**config.mk**
```make
export PLATFORM = sky130hd
export DESIGN_NAME = serial_shift_datapath
export DESIGN_NICKNAME = d
export VERILOG_FILES = /design/src/rtl/serial_if_pkg.sv /design/src/rtl/serial_shift_datapath_edge_detect.sv /design/src/rtl/serial_shift_datapath.sv
export SDC_FILE = /design/constraint.sdc
export NUM_CORES = 1
export LEC_CHECK = 0
export CORE_ASPECT_RATIO = 1.75
export CORE_MARGIN = 1
export CORE_UTILIZATION = 50
export DETAILED_ROUTE_END_ITERATION = 12
export GPL_TIMING_DRIVEN = 0
export PLACE_DENSITY_LB_ADDON = 0.3
export RECOVER_POWER = 50
export SLEW_MARGIN = 40
export SYNTH_ARGS = -nofsm -noshare
export SYNTH_HDL_FRONTEND = slang
export SYNTH_HIERARCHICAL = 1
export SYNTH_SLANG_ARGS = --single-unit
```
**constraint.sdc**
```tcl
create_clock -name clk -period 1.8 [get_ports clk]
set_clock_uncertainty 0.15 [all_clocks]
set_input_delay 0.27 -clock clk [delete_from_list [all_inputs] [get_ports clk]]
set_output_delay 0.27 -clock clk [all_outputs]
set_load 0.1 [all_outputs]
```
**src/rtl/serial_if_pkg.sv**
```systemverilog
// Shared widths and word types for the serial interface datapath.
// Latency: n/a (declarations only).
// Backpressure: n/a.
package serial_if_pkg;

  localparam int DEFAULT_CMD_W = 8;   // write-phase tclk count
  localparam int DEFAULT_RD_W  = 9;   // read-phase tclk count
  localparam int FRAME_LEN     = 40;  // FSM cycles per complete frame

  typedef logic [DEFAULT_CMD_W-1:0] cmd_t;
  typedef logic [DEFAULT_RD_W-1:0]  rsp_t;

endpackage

```
**src/rtl/serial_shift_datapath_edge_detect.sv**
```systemverilog
// Registers a level and flags its rising and falling transitions.
// Latency: rise/fall are combinational against the one-cycle-old copy.
// Backpressure: none; every transition produces exactly one pulse.
module edge_detect (
  input  logic clk,
  input  logic rst_n,
  input  logic sig,
  output logic rise,
  output logic fall
);

  logic sig_q;

  // One-cycle history of the watched level.
  always_ff @(posedge clk or negedge rst_n) begin
    if (!rst_n) begin
      sig_q <= 1'b0;
    end else begin
      sig_q <= sig;
    end
  end

  assign rise = sig & ~sig_q;
  assign fall = ~sig & sig_q;

endmodule

```
**src/rtl/serial_shift_datapath.sv**
```systemverilog
// Serializes a queued command MSB-first and deserializes the response per frame.
// Latency: rd_valid one clock after trst is sampled low; cmd_ready drops one clock after accept.
// Backpressure: single-entry holding register; cmd_ready low until the next frame start empties it.
module serial_shift_datapath
  import serial_if_pkg::*;
#(
  parameter int CMD_W = DEFAULT_CMD_W,
  parameter int RD_W  = DEFAULT_RD_W
) (
  input  logic            clk,
  input  logic            rst_n,
  input  logic            tclk,
  input  logic            trst,
  input  logic            dq_en,
  input  logic            sr_en,
  input  logic [CMD_W-1:0] cmd_data,
  input  logic            cmd_valid,
  output logic            cmd_ready,
  input  logic            dq_in,
  output logic            dq_out,
  output logic            dq_oe,
  output logic [RD_W-1:0] rd_data,
  output logic            rd_valid,
  output logic            frame_err
);

  // Counters must reach one past the nominal count so overruns are visible.
  localparam int TXC_W = $clog2(CMD_W + 2);
  localparam int RXC_W = $clog2(RD_W + 2);

  localparam logic [TXC_W-1:0] TX_FULL = TXC_W'(CMD_W);
  localparam logic [TXC_W-1:0] TX_SAT  = TXC_W'(CMD_W + 1);
  localparam logic [RXC_W-1:0] RX_FULL = RXC_W'(RD_W);
  localparam logic [RXC_W-1:0] RX_SAT  = RXC_W'(RD_W + 1);

  logic             frame_start;
  logic             frame_end;
  logic             accept;
  logic             tx_step;
  logic             rx_step;

  logic             hold_full;
  logic [CMD_W-1:0] hold_data;
  logic [CMD_W-1:0] tx_shift;
  logic [TXC_W-1:0] tx_cnt;
  logic [RD_W-1:0]  rx_shift;
  logic [RXC_W-1:0] rx_cnt;

  edge_detect u_trst_edge (
    .clk   (clk),
    .rst_n (rst_n),
    .sig   (trst),
    .rise  (frame_start),
    .fall  (frame_end)
  );

  assign cmd_ready = ~hold_full;
  assign accept    = cmd_valid & cmd_ready;

  // Advance after the tclk-high half so each bit spans its low and high cycles.
  assign tx_step = dq_en & tclk & ~sr_en;
  // Read samples only inside a frame and only when we are not driving the line.
  assign rx_step = sr_en & ~dq_en & trst;

  assign dq_out = tx_shift[CMD_W-1];
  assign dq_oe  = dq_en;

  // Holding register: a word accepted on the frame-start cycle waits for the next frame.
  always_ff @(posedge clk or negedge rst_n) begin
    if (!rst_n) begin
      hold_full <= 1'b0;
      hold_data <= '0;
    end else begin
      if (accept) begin
        hold_data <= cmd_data;
      end
      if (frame_start) begin
        hold_full <= accept;
      end else if (accept) begin
        hold_full <= 1'b1;
      end
    end
  end

  // Per-frame shift registers and bit counters, restarted on every frame start.
  always_ff @(posedge clk or negedge rst_n) begin
    if (!rst_n) begin
      tx_shift <= '0;
      tx_cnt   <= '0;
      rx_shift <= '0;
      rx_cnt   <= '0;
    end else if (frame_start) begin
      tx_shift <= hold_full ? hold_data : '0;
      tx_cnt   <= '0;
      rx_shift <= '0;
      rx_cnt   <= '0;
    end else begin
      if (tx_step) begin
        tx_shift <= {tx_shift[CMD_W-2:0], 1'b0};
        if (tx_cnt != TX_SAT) begin
          tx_cnt <= tx_cnt + 1'b1;
        end
      end
      if (rx_step) begin
        rx_shift <= {rx_shift[RD_W-2:0], dq_in};
        if (rx_cnt != RX_SAT) begin
          rx_cnt <= rx_cnt + 1'b1;
        end
      end
    end
  end

  // Frame-end publication: response word plus single-cycle valid and error pulses.
  always_ff @(posedge clk or negedge rst_n) begin
    if (!rst_n) begin
      rd_data   <= '0;
      rd_valid  <= 1'b0;
      frame_err <= 1'b0;
    end else begin
      rd_valid  <= frame_end;
      frame_err <= frame_end & ((tx_cnt != TX_FULL) | (rx_cnt != RX_FULL));
      if (frame_end) begin
        rd_data <= rx_shift;
      end
    end
  end

endmodule

```
### Yosys cells after proc, flatten, opt, wreduce, memory -nomap -nowiden

Index checks and enable logic that the tools add are counted.

| operators by class | value |
|---|---|
| add/sub/neg operators | 2 |
| $mul | 0 |
| divide/modulo/power cells | 0 |
| magnitude comparators | 0 |
| eq/ne operators | 4 |
| shift-type cells | 0 |
| multiplexer cells | 13 |
| bitwise logic cells | 14 |
| reduce and logical (&&, ||, !) cells | 7 |

Operators with widths:

| operator | count |
|---|---|
| $mux 4 | 6 |
| $mux 8 | 3 |
| $mux 9 | 2 |
| $ne 4x4->1 const B | 4 |
| $reduce_bool 2->1 | 5 |
| $add 4x1->4 const B | 2 |
| $and 1x1->1 | 8 |
| $not 1->1 | 5 |
| $reduce_and 2->1 | 2 |
| $mux 1 | 2 |
| $or 1x1->1 | 1 |

| storage, ports and cells | value |
|---|---|
| register bits | 46 |
| bits in latches | 0 |
| bits in writable memories | 0 |
| ROM bits | 0 |
| input port bits | 16 |
| output and inout bits | 14 |
| word-level logic and storage cells | 50 |
| memories | 0 |

### Longest topological paths before layout

Gate-level depths: netlist of the first run.

| depth | value |
|---|---|
| word-level depth | 5 |
| gate-level depth with buffers | 5 |
| gate-level depth less buffers | 5 |

### Modules after synthesis

The synthesis of the first run kept the hierarchy.

By module, submodules not included:

| module | times used | cells an instance | area each (um^2) | sequential area each (um^2) |
|---|---|---|---|---|
| serial_shift_datapath | 1 | 164 | 2,004.4 | 1,126.1 |
| edge_detect | 1 | 3 | 40.0 | 25.0 |

### Worst setup path after synthesis of the first run

No wires, ideal clock.

| path | value |
|---|---|
| path kind | register -> register |
| start | register rx_cnt[0] |
| end | register rx_cnt[0] |
| setup time | 125 ps |
| arrival | 1,206 ps |
| path slack | 319 ps |
| cell stages (with the launch flop) | 5 |
| cell sequence | dfrtp_1 > inv_1 > ha_1 > a31oi_1 > mux2_2 |

| on the way | value |
|---|---|
| word-level cells in the longest chain between the ends | 4 |

RTL lines:

| what | line | source |
|---|---|---|
| start: declaration | serial_shift_datapath.sv:47 | `logic [RXC_W-1:0] rx_cnt;` |
| start signal: assignment | serial_shift_datapath.sv:107 | `rx_cnt <= rx_cnt + 1'b1;` |
| $add 4x1->4 | serial_shift_datapath.sv:107 |  |
| $mux 4 | serial_shift_datapath.sv:106 | `if (rx_cnt != RX_SAT) begin` |
| $mux 4 | serial_shift_datapath.sv:104 | `if (rx_step) begin` |
| $mux 4 | serial_shift_datapath.sv:92 | `end else if (frame_start) begin` |

Parallel ways exist; a longest one is shown, timed or not. The select of a mux whose other input is x is not followed.
A chain may end at the register's enable or synchronous reset.

### Final worst setup path of the first run

Same ends and word-level chain as after synthesis.

==> out/metrics.yaml, run 1 <==
status:
  status: "complete, no violations"
sta:
  slew_headroom_pct: 34.3
  hold_viol_final: 0
  drv_slew: 0
  fin_crit_ns: 1.68
  fmax_ghz: 0.596
  worst_pin_slew_ns: 0.986
  final.period_utilization_pct: 93.2
  setup_viol: 0
  rsz0062_at_grt: "false"
  fin_ws_ns: 0.122
cells_and_area:
  nNetsFinal: 226
  area_growth_pct: 20.0
  diodes: 0
  fill_cells: 318
  drive_gt1_share_pct: 26.3
  utilization_pct: 62.8
clocking:
  postCtsSetupBuffers: 0
  cts_tree: "built"
  htreeDepth: 2
  clockBufferDepth: 2
  numClockSinks: 46
  cts_made_buffers: 5
  clkLatencyLatePin_ns: 0.29
  cts_root_buf: "clkbuf_8"
  clk_pin_slew_ns: 0.08
yosys:
  synth_edf_count: 0
  ys_warn_count: 6
  synth_cell_types: 26
  synth_ff_type: "dfrtp_1"
  syn_area_um2: 2040
  netlist_instances: 167
  async_flop_share_pct: 100
  avgSynthCellArea_um2: 12.2
  ys_seq_elements: 46
  syn_nets: 189
  ys_seq_area_share_pct: 56.3
critical_path:
  path_cells: "inv_1 > ha_1 > a31oi_1 > mux2_2"
  crit_arrival_ns: 1.71
  max_stage_delay_ns: 0.43
  crit_fanout: 5
  worst_setup_path_end_kind: "register"
  startpoint_type: "register"
  worstPathRequired_ns: 1.83
  critPathKind: "register to register"
  slowest_stage: "dfrtp_1"
pwr:
  clockPowerShare_pct: 29.6
  swShare_pct: 29.4
  p_per_area_nw_per_um2: 1030
  p_int_uw: 1790
  p_sw_uw: 747
  p_leak_uw: 0.00127
  pwr-share-comb_pct: 20.2
  ir_worst_vdd_uv: 700
  p_seq_share_pct: 50.2
die:
  start_util_pct: 52.4
  dieArea_um2: 4360
  rows: 30
  die_h_um: 86.6
  core-area_um2: 3900
  die_x_um: 50.3
  io_pins: 30
global_route:
  grt_pass1_vias: 1388
  grt_pass1_wl_mm: 6.40
  grt_use_total_pct: 19.4
  grt_max_degree: 47
  grt_overflow: 0
  antenna_found_initial: 0
detailed_routing:
  via_per_inst: 5.27
  drtPass1Iterations: 4
  drc: 0
  num_vias: 1333
  ant_nets: 0
  finalWirelength_mm: 3.59
  drtIter0Drc: 37
  wire_per_inst_um: 14.2
placed_design:
  dp_slack_ns: -0.502
  io_buffer_count: 29
  place_congestion: 0.812
  place_hpwl_mm: 2.57
hold_path:
  worstHoldPathType: "register to register"
run:
  cap_violations: 0
final cells by class:
| type | instances | area [um2] | share of cell area [%] |
|---|---|---|---|
| sequential | 46 | 1150 | 46.9 |
| tap | 48 | 60.1 | 2.45 |
| multi-input combinational | 103 | 810 | 33.0 |
| clock buffer | 5 | 68.8 | 2.81 |
| buffer | 9 | 56.3 | 2.30 |
| inverter | 9 | 33.8 | 1.38 |
| timing repair buffer | 30 | 228 | 9.29 |
| clock inverter | 3 | 45.0 | 1.84 |
layer usage:
layer  share of wire (%)  global-route usage (%)  vias up
li1                    -                       -      636
met1                  42                    24.3      648
met2                  52                    32.5       40
met3                 3.9                    3.68        9
met4                 2.0                    8.08        0
met5                   0                       0        -
cell usage after synthesis, types with 2 or more instances:
library cell	instances	share of area, %
a21oi_1	4	0.98
mux2i_1	18	8.8
inv_1	9	1.7
mux2_2	20	11
nand3b_4	2	2.0
nor2_1	16	2.9
buf_1	2	0.37
ha_1	6	3.7
a31oi_1	3	0.92
buf_2	3	0.73
dfrtp_1	46	56
nand3_1	2	0.49
or3_1	2	0.61
o21ai_0	11	2.7
buf_4	2	0.73
nand2b_1	2	0.61
nand2_1	9	1.7
nor2b_1	2	0.61
path summary, 6_finish.rpt:
| path | cells past startpoint | endpoint | start | slack (ns) |
|---|---|---|---|---|
| max | 4 | rx_cnt[0]$_DFFE_PN0P_ | rx_cnt[0]$_DFFE_PN0P_ | 0.12 |
| min | 2 | tx_shift[5]$_DFFE_PN0P_ | hold_data[5]$_DFFE_PN0P_ | 0.35 |
| max reg2reg | 4 | rx_cnt[0]$_DFFE_PN0P_ | rx_cnt[0]$_DFFE_PN0P_ | 0.12 |
| min reg2reg | 2 | tx_shift[5]$_DFFE_PN0P_ | hold_data[5]$_DFFE_PN0P_ | 0.35 |
| max in group asynchronous | 2 | rx_shift[6]$_DFFE_PN0P_ | rst_n | 0.36 |
| min in group asynchronous | 2 | tx_shift[5]$_DFFE_PN0P_ | rst_n | 0.53 |
power groups by stage:
| stage | logic [uW] | registers [uW] | clock network [uW] |
|---|---|---|---|
| after global routing | 556 | 1290 | 821 |
| final | 513 | 1270 | 752 |
| after detailed placement | 515 | 1290 | 0 |
| after CTS | 520 | 1270 | 778 |
| after global placement | 516 | 1290 | 0 |
| after floorplan | 285 | 1370 | 0 |
layout by cell type (no fill, tap or decap), types with 2 or more instances in the layout:
| cell type | count |
|---|---|
| o21ai_0 | 11 |
| clkbuf_8 | 5 |
| mux2_2 | 20 |
| nand2b_1 | 2 |
| nand3_1 | 2 |
| a31oi_1 | 3 |
| clkdlybuf4s50_1 | 13 |
| dfrtp_1 | 46 |
| nand3b_4 | 2 |
| or3_1 | 2 |
| nand2_1 | 9 |
| mux2i_1 | 18 |
| ha_1 | 6 |
| dlygate4sd3_1 | 2 |
| inv_1 | 9 |
| buf_2 | 17 |
| buf_4 | 3 |
| nor2_1 | 16 |
| a21oi_1 | 4 |
| clkinvlp_4 | 2 |
stage by stage:
step           cells  power, uW  hold slack, ns  cell area (um2)  TNS (ns)
6_report         253       2540           0.345             2450         0
5_1_grt          253       2670           0.376             2450         0
4_1_cts          253       2570           0.352             2450         0
3_5_place_dp     244       1810           0.155             2320    -10.88
3_3_place_gp     244       1800           0.312             2390    -49.18
2_1_floorplan    167       1660          -0.176             2040         0
worst max-delay path, delay by kind of cell, from the launching register on:
family / cells / cell delay, ns
flip-flops: 1 / 0.43
multiplexers: 1 / 0.38
AO/OA/AOI/OAI: 1 / 0.29
adder cells (fa/ha/maj): 1 / 0.23
buffers and inverters: 1 / 0.09
sequential cells by signal, summed over array words and instances (netlist names):
name and cells:
rx_cnt 4, rx_shift 9, tx_shift 8, rd_data 9
tx_cnt 4, rd_valid 1, hold_data 8, frame_err 1
u_trst_edge/sig_q 1, hold_full 1
kinds of logic (layout without fill, tap and decap cells):
kind of cell    Yosys count  after routing  share of synthesized area [%]
flops                    46             46                           56.3
buf+inv                  18             56                           4.22
fa+ha+maj                 6              6                           3.67
mux                      38             38                           19.8
compound gates           20             20                           5.51
simple gates             39             39                           10.5
what timing repair did:
item,4_1_cts,5_1_grt
hold buffers,1,0
endpoints found under the hold margin,46,0
gates cloned,0,0
setup endpoints to repair,21,4
gates resized for setup,4,2
Power figures use the tool's default switching activity.
==> inputs of run 2 (changes only) <==
--- a/config.mk
+++ b/config.mk
@@ -7,10 +7,10 @@
 export LEC_CHECK = 0
 export CORE_ASPECT_RATIO = 1.75
 export CORE_MARGIN = 1
-export CORE_UTILIZATION = 50
+export CORE_UTILIZATION = 35
 export DETAILED_ROUTE_END_ITERATION = 12
 export GPL_TIMING_DRIVEN = 0
-export PLACE_DENSITY_LB_ADDON = 0.3
+export PLACE_DENSITY = 0.63
 export RECOVER_POWER = 50
 export SLEW_MARGIN = 40
 export SYNTH_ARGS = -nofsm -noshare
==> out/metrics.yaml, run 2 (synthesis results as in run 1) <==
status:
  status: "complete, no violations"
global_route:
  grt_overflow: 0
  grt_max_degree: 28
  antenna_found_initial: 0
  grt_use_total_pct: 13.5
  grt_pass1_vias: 1297
  grt_pass1_wl_mm: 6.09
detailed_routing:
  drtPass1Iterations: 2
  drtIter0Drc: 17
  wl_met3_um: 83
  finalWirelength_mm: 3.71
  via_per_inst: 4.67
  drc: 0
  routed-wl-met2_mm: 1.99
  wl_met1_mm: 1.55
  ant_nets: 0
  num_vias: 1312
  wire_per_inst_um: 13.2
  top_layer: "met4"
die:
  io_pins: 30
  rows: 36
  core-area_um2: 5590
  start_util_pct: 36.6
  die_x_um: 59.8
  dieArea_um2: 6160
  die_h_um: 103
sta:
  fin_crit_ns: 1.69
  drv_slew: 0
  rsz0062_at_grt: "false"
  hold_viol_final: 0
  fmax_ghz: 0.592
  whs_ns: 0.314
  final.period_utilization_pct: 93.8
  slew_headroom_pct: 67.3
  setup_viol: 0
  worst_pin_slew_ns: 0.491
critical_path:
  max_stage_delay_ns: 0.58
  startpoint_type: "input pin"
  crit_fanout: 4
  crit_arrival_ns: 1.27
  cp_common_cell: "buf_4"
  path_cells: "clkdlybuf4s50_1 > buf_4 > buf_4"
  worst_setup_path_end_kind: "primary output"
  slowest_stage: "clkdlybuf4s50_1"
  worstPathRequired_ns: 1.38
  critPathKind: "input pin to primary output"
placed_design:
  place_hpwl_mm: 2.71
  place_congestion: 0.701
  io_buffer_count: 29
  dpl.cell_count: 273
  postPlaceCellArea_um2: 2380
pwr:
  pwr-share-comb_pct: 21.4
  p_int_uw: 1640
  p_per_area_nw_per_um2: 965
  p_seq_share_pct: 53.5
  p_leak_uw: 0.00127
  p_sw_uw: 731
  clockPowerShare_pct: 25.1
  ir_worst_vdd_uv: 448
  finalPower_uw: 2370
  swShare_pct: 30.9
clocking:
  cts_root_buf: "clkbuf_8"
  clk_pin_slew_ns: 0.08
  clockBufferDepth: 2
  cts_tree: "built"
  htreeDepth: 2
  cts_made_buffers: 5
  clkLatencyLatePin_ns: 0.29
  numClockSinks: 46
cells_and_area:
  reg_top3: "rd_data: 9 flops, rx_shift: 9 flops"
  nNetsFinal: 227
  area_growth_pct: 20.2
  final_area_um2: 2460
  diodes: 0
  multiInputGateArea_um2: 810
  stdcell_count: 281
  utilization_pct: 44.0
  fill_cells: 588
  final_common_cell: "dfrtp_1"
  regArea_um2: 1150
  final_cell_mix: "dfrtp_1, mux2_2, mux2i_1"
  drive_gt1_share_pct: 26.3
hold_path:
  worstHoldPathType: "input pin to async pin"
run:
  cap_violations: 0
==> run 2: per-stage QoR <==
step / setup TNS, ns / worst slack [ns]
2_1_floorplan: 0 / 0.319
3_3_place_gp: -58.98 / -1.02
6_report: 0 / 0.112
3_5_place_dp: -11.18 / -0.467
4_1_cts: 0 / 0.0352
5_1_grt: 0 / 0.00101
==> run 2: worst max-delay path: cells and delay by family <==
| family | cells | cell delay (ns) |
|---|---|---|
| buffers and inverters | 3 | 0.99 |
==> run 2: final cells by class <==
type | instances | share of cell area (%)
multi-input cells | 103 | 32.9
repair buffers | 31 | 9.57
clock buffers | 5 | 2.80
plain buffers | 9 | 2.19
inverters | 9 | 1.37
well taps | 76 | 3.87
flip-flops and latches | 46 | 46.8
clock inverters | 2 | 0.407
==> run 2: worst paths after layout <==
path | endpoint | slack (ns) | start | depth (start not counted)
min in group clk | tx_shift[7]$_DFFE_PN0P_ | 0.33 | hold_data[7]$_DFFE_PN0P_ | 2
max in group asynchronous | rx_shift[4]$_DFFE_PN0P_ | 0.39 | rst_n | 3
setup reg to reg | rx_cnt[0]$_DFFE_PN0P_ | 0.18 | rx_cnt[0]$_DFFE_PN0P_ | 4
hold reg to reg | tx_shift[7]$_DFFE_PN0P_ | 0.33 | hold_data[7]$_DFFE_PN0P_ | 2
hold / removal | frame_err$_DFF_PN0_ | 0.31 | rst_n | 2
setup / recovery | dq_oe | 0.11 | dq_en | 3
==> run 2: timing repair <==
item / 4_1_cts / 5_1_grt
cloned: 0 / 0
resized for setup: 3 / 2
endpoints found under the hold margin: 46 / 0
setup buffers: 0 / 0
hold buffers: 1 / 0
endpoints found under the setup margin: 21 / 8
pin swaps: 0 / 0
==> run 2: layer usage <==
metal	track usage (%)	up-vias
met2	23.6	20
met3	3.14	6
met1	15.1	647
li1	-	639
met4	6.44	0
met5	0	-
==> run 2: power groups by stage <==
stage / clock [uW] / sequential (uW) / combinational [uW]
after floorplan: 0 / 1370 / 285
after global placement: 0 / 1290 / 528
after detailed placement: 0 / 1290 / 520
after CTS: 619 / 1270 / 524
after global routing: 653 / 1290 / 557
final: 595 / 1270 / 508
==> inputs of run 3 (changes only) <==
--- a/config.mk
+++ b/config.mk
@@ -12,7 +12,6 @@
 export GPL_TIMING_DRIVEN = 0
 export PLACE_DENSITY = 0.63
 export RECOVER_POWER = 50
-export SLEW_MARGIN = 40
 export SYNTH_ARGS = -nofsm -noshare
 export SYNTH_HDL_FRONTEND = slang
 export SYNTH_HIERARCHICAL = 1
==> out/metrics.yaml, run 3 (synthesis results as in run 1) <==
cells_and_area:
  diodes: 0
  nNetsFinal: 226
  final_cell_mix: "dfrtp_1, mux2_2, mux2i_1"
  fill_cells: 573
  drive_gt1_share_pct: 26.5
  reg_top3: "rd_data: 9 flops, rx_shift: 9 flops"
  final_common_cell: "dfrtp_1"
  area_growth_pct: 23.8
clocking:
  htreeDepth: 2
  cts_root_buf: "clkbuf_8"
  clockBufferDepth: 2
  numClockSinks: 46
  cts_tree: "built"
  clkLatencyLatePin_ns: 0.29
  cts_made_buffers: 5
  clk_pin_slew_ns: 0.08
global_route:
  antenna_found_initial: 0
  grt_overflow: 0
  grt_use_total_pct: 14.0
  grt_pass1_wl_mm: 6.30
  grt_pass1_vias: 1323
  grt_max_degree: 28
critical_path:
  path_buf_inv: 3
  slowest_stage: "clkdlybuf4s50_1"
  max_stage_delay_ns: 0.58
  critPathKind: "input pin to primary output"
  reg2reg_depth: 4
  crit_path_start: "dq_en"
  timing.rr.end: "rx_cnt[0]$_DFFE_PN0P_"
  path_cells: "clkdlybuf4s50_1 > buf_4 > buf_4"
  worst_setup_path_end_kind: "primary output"
  worstPathRequired_ns: 1.38
  startpoint_type: "input pin"
  crit_fanout: 4
  path_depth: 3
  r2r-start: "rx_cnt[0]$_DFFE_PN0P_"
  crit_family: "buffers and inverters"
  r2r_slack_ns: 0.16
  worstSetupEndpoint: "dq_oe"
  crit_arrival_ns: 1.27
  cp_common_cell: "buf_4"
detailed_routing:
  ant_nets: 0
  drtIter0Drc: 23
  drtPass1Iterations: 4
  wire_per_inst_um: 13.5
  drc: 0
  via_per_inst: 4.76
  finalWirelength_mm: 3.78
  num_vias: 1332
sta:
  fmax_ghz: 0.593
  hold_viol_final: 0
  final.period_utilization_pct: 93.7
  setup_viol: 0
  slew_headroom_pct: 63.6
  worst_pin_slew_ns: 0.549
  fin_ws_ns: 0.114
  fin_crit_ns: 1.69
  rsz0062_at_grt: "false"
  drv_slew: 0
die:
  io_pins: 30
  die_x_um: 59.8
  die_h_um: 103
  dieArea_um2: 6160
  rows: 36
  start_util_pct: 36.6
  core-area_um2: 5590
pwr:
  p_leak_uw: 0.00125
  p_per_area_nw_per_um2: 940
  finalPower_uw: 2380
  ir_worst_vdd_uv: 588
run:
  cap_violations: 0
placed_design:
  place_congestion: 0.701
  place_hpwl_mm: 2.71
  dp_slack_ns: -0.747
  io_buffer_count: 29
status:
  status: "complete, no violations"
hold_path:
  worstHoldPathType: "input pin to async pin"
-- run 3: cell type report --
class | count | area (um2) | share of cell area [%]
inverters | 9 | 33.8 | 1.33
clock inverters | 2 | 10.0 | 0.395
multi-input cells | 103 | 810 | 32.0
repair buffers | 31 | 310 | 12.3
flip-flops and latches | 46 | 1150 | 45.5
well taps | 76 | 95.1 | 3.76
clock buffers | 5 | 68.8 | 2.72
plain buffers | 8 | 52.6 | 2.08
-- run 3: power by group --
part | switching [uW] | leakage (uW) | internal, uW
sequential | 85.3 | 0.000606 | 1180
clock | 331 | 0.0000438 | 261
combinational | 314 | 0.000601 | 204
-- run 3: what timing repair did --
| action | in CTS | in global routing |
|---|---|---|
| hold endpoints to repair | 19 | 0 |
| setup buffers | 0 | 0 |
| hold buffers | 1 | 0 |
| gates resized for setup | 45 | 5 |
| setup endpoints to repair | 34 | 9 |
-- run 3: worst min-delay path by stage --
stage	from	endpoint	cells past startpoint
2_1_floorplan	rst_n	frame_err$_DFF_PN0_	0
3_3_place_gp	hold_data[0]$_DFFE_PN0P_	tx_shift[0]$_DFFE_PN0P_	2
3_5_place_dp	rst_n	frame_err$_DFF_PN0_	1
4_1_cts	rst_n	rd_data[8]$_DFFE_PN0P_	2
5_1_grt	rst_n	u_trst_edge/sig_q$_DFF_PN0_	2
6_report	rst_n	frame_err$_DFF_PN0_	2
-- run 3: through the flow --
step	cell area (um2)	utilization [%]	std cells	hold slack (ns)	setup TNS, ns
final	2530	45.3	280	0.312	0
after global routing	2530	45.3	280	0.376	0
after CTS	2550	45.7	281	0.319	0
after detailed placement	2440	43.8	273	0.111	-12.86
after global placement	2430	43.5	272	0.311	-58.98
after floorplan	2040	-	167	-0.176	0
-- run 3: metal layers --
layer	vias up	global-route usage, %	wire length, um
met5	-	0	0
met4	0	6.98	82
met3	6	3.39	109
met2	19	24.0	2060
met1	666	15.9	1530
li1	641	-	-
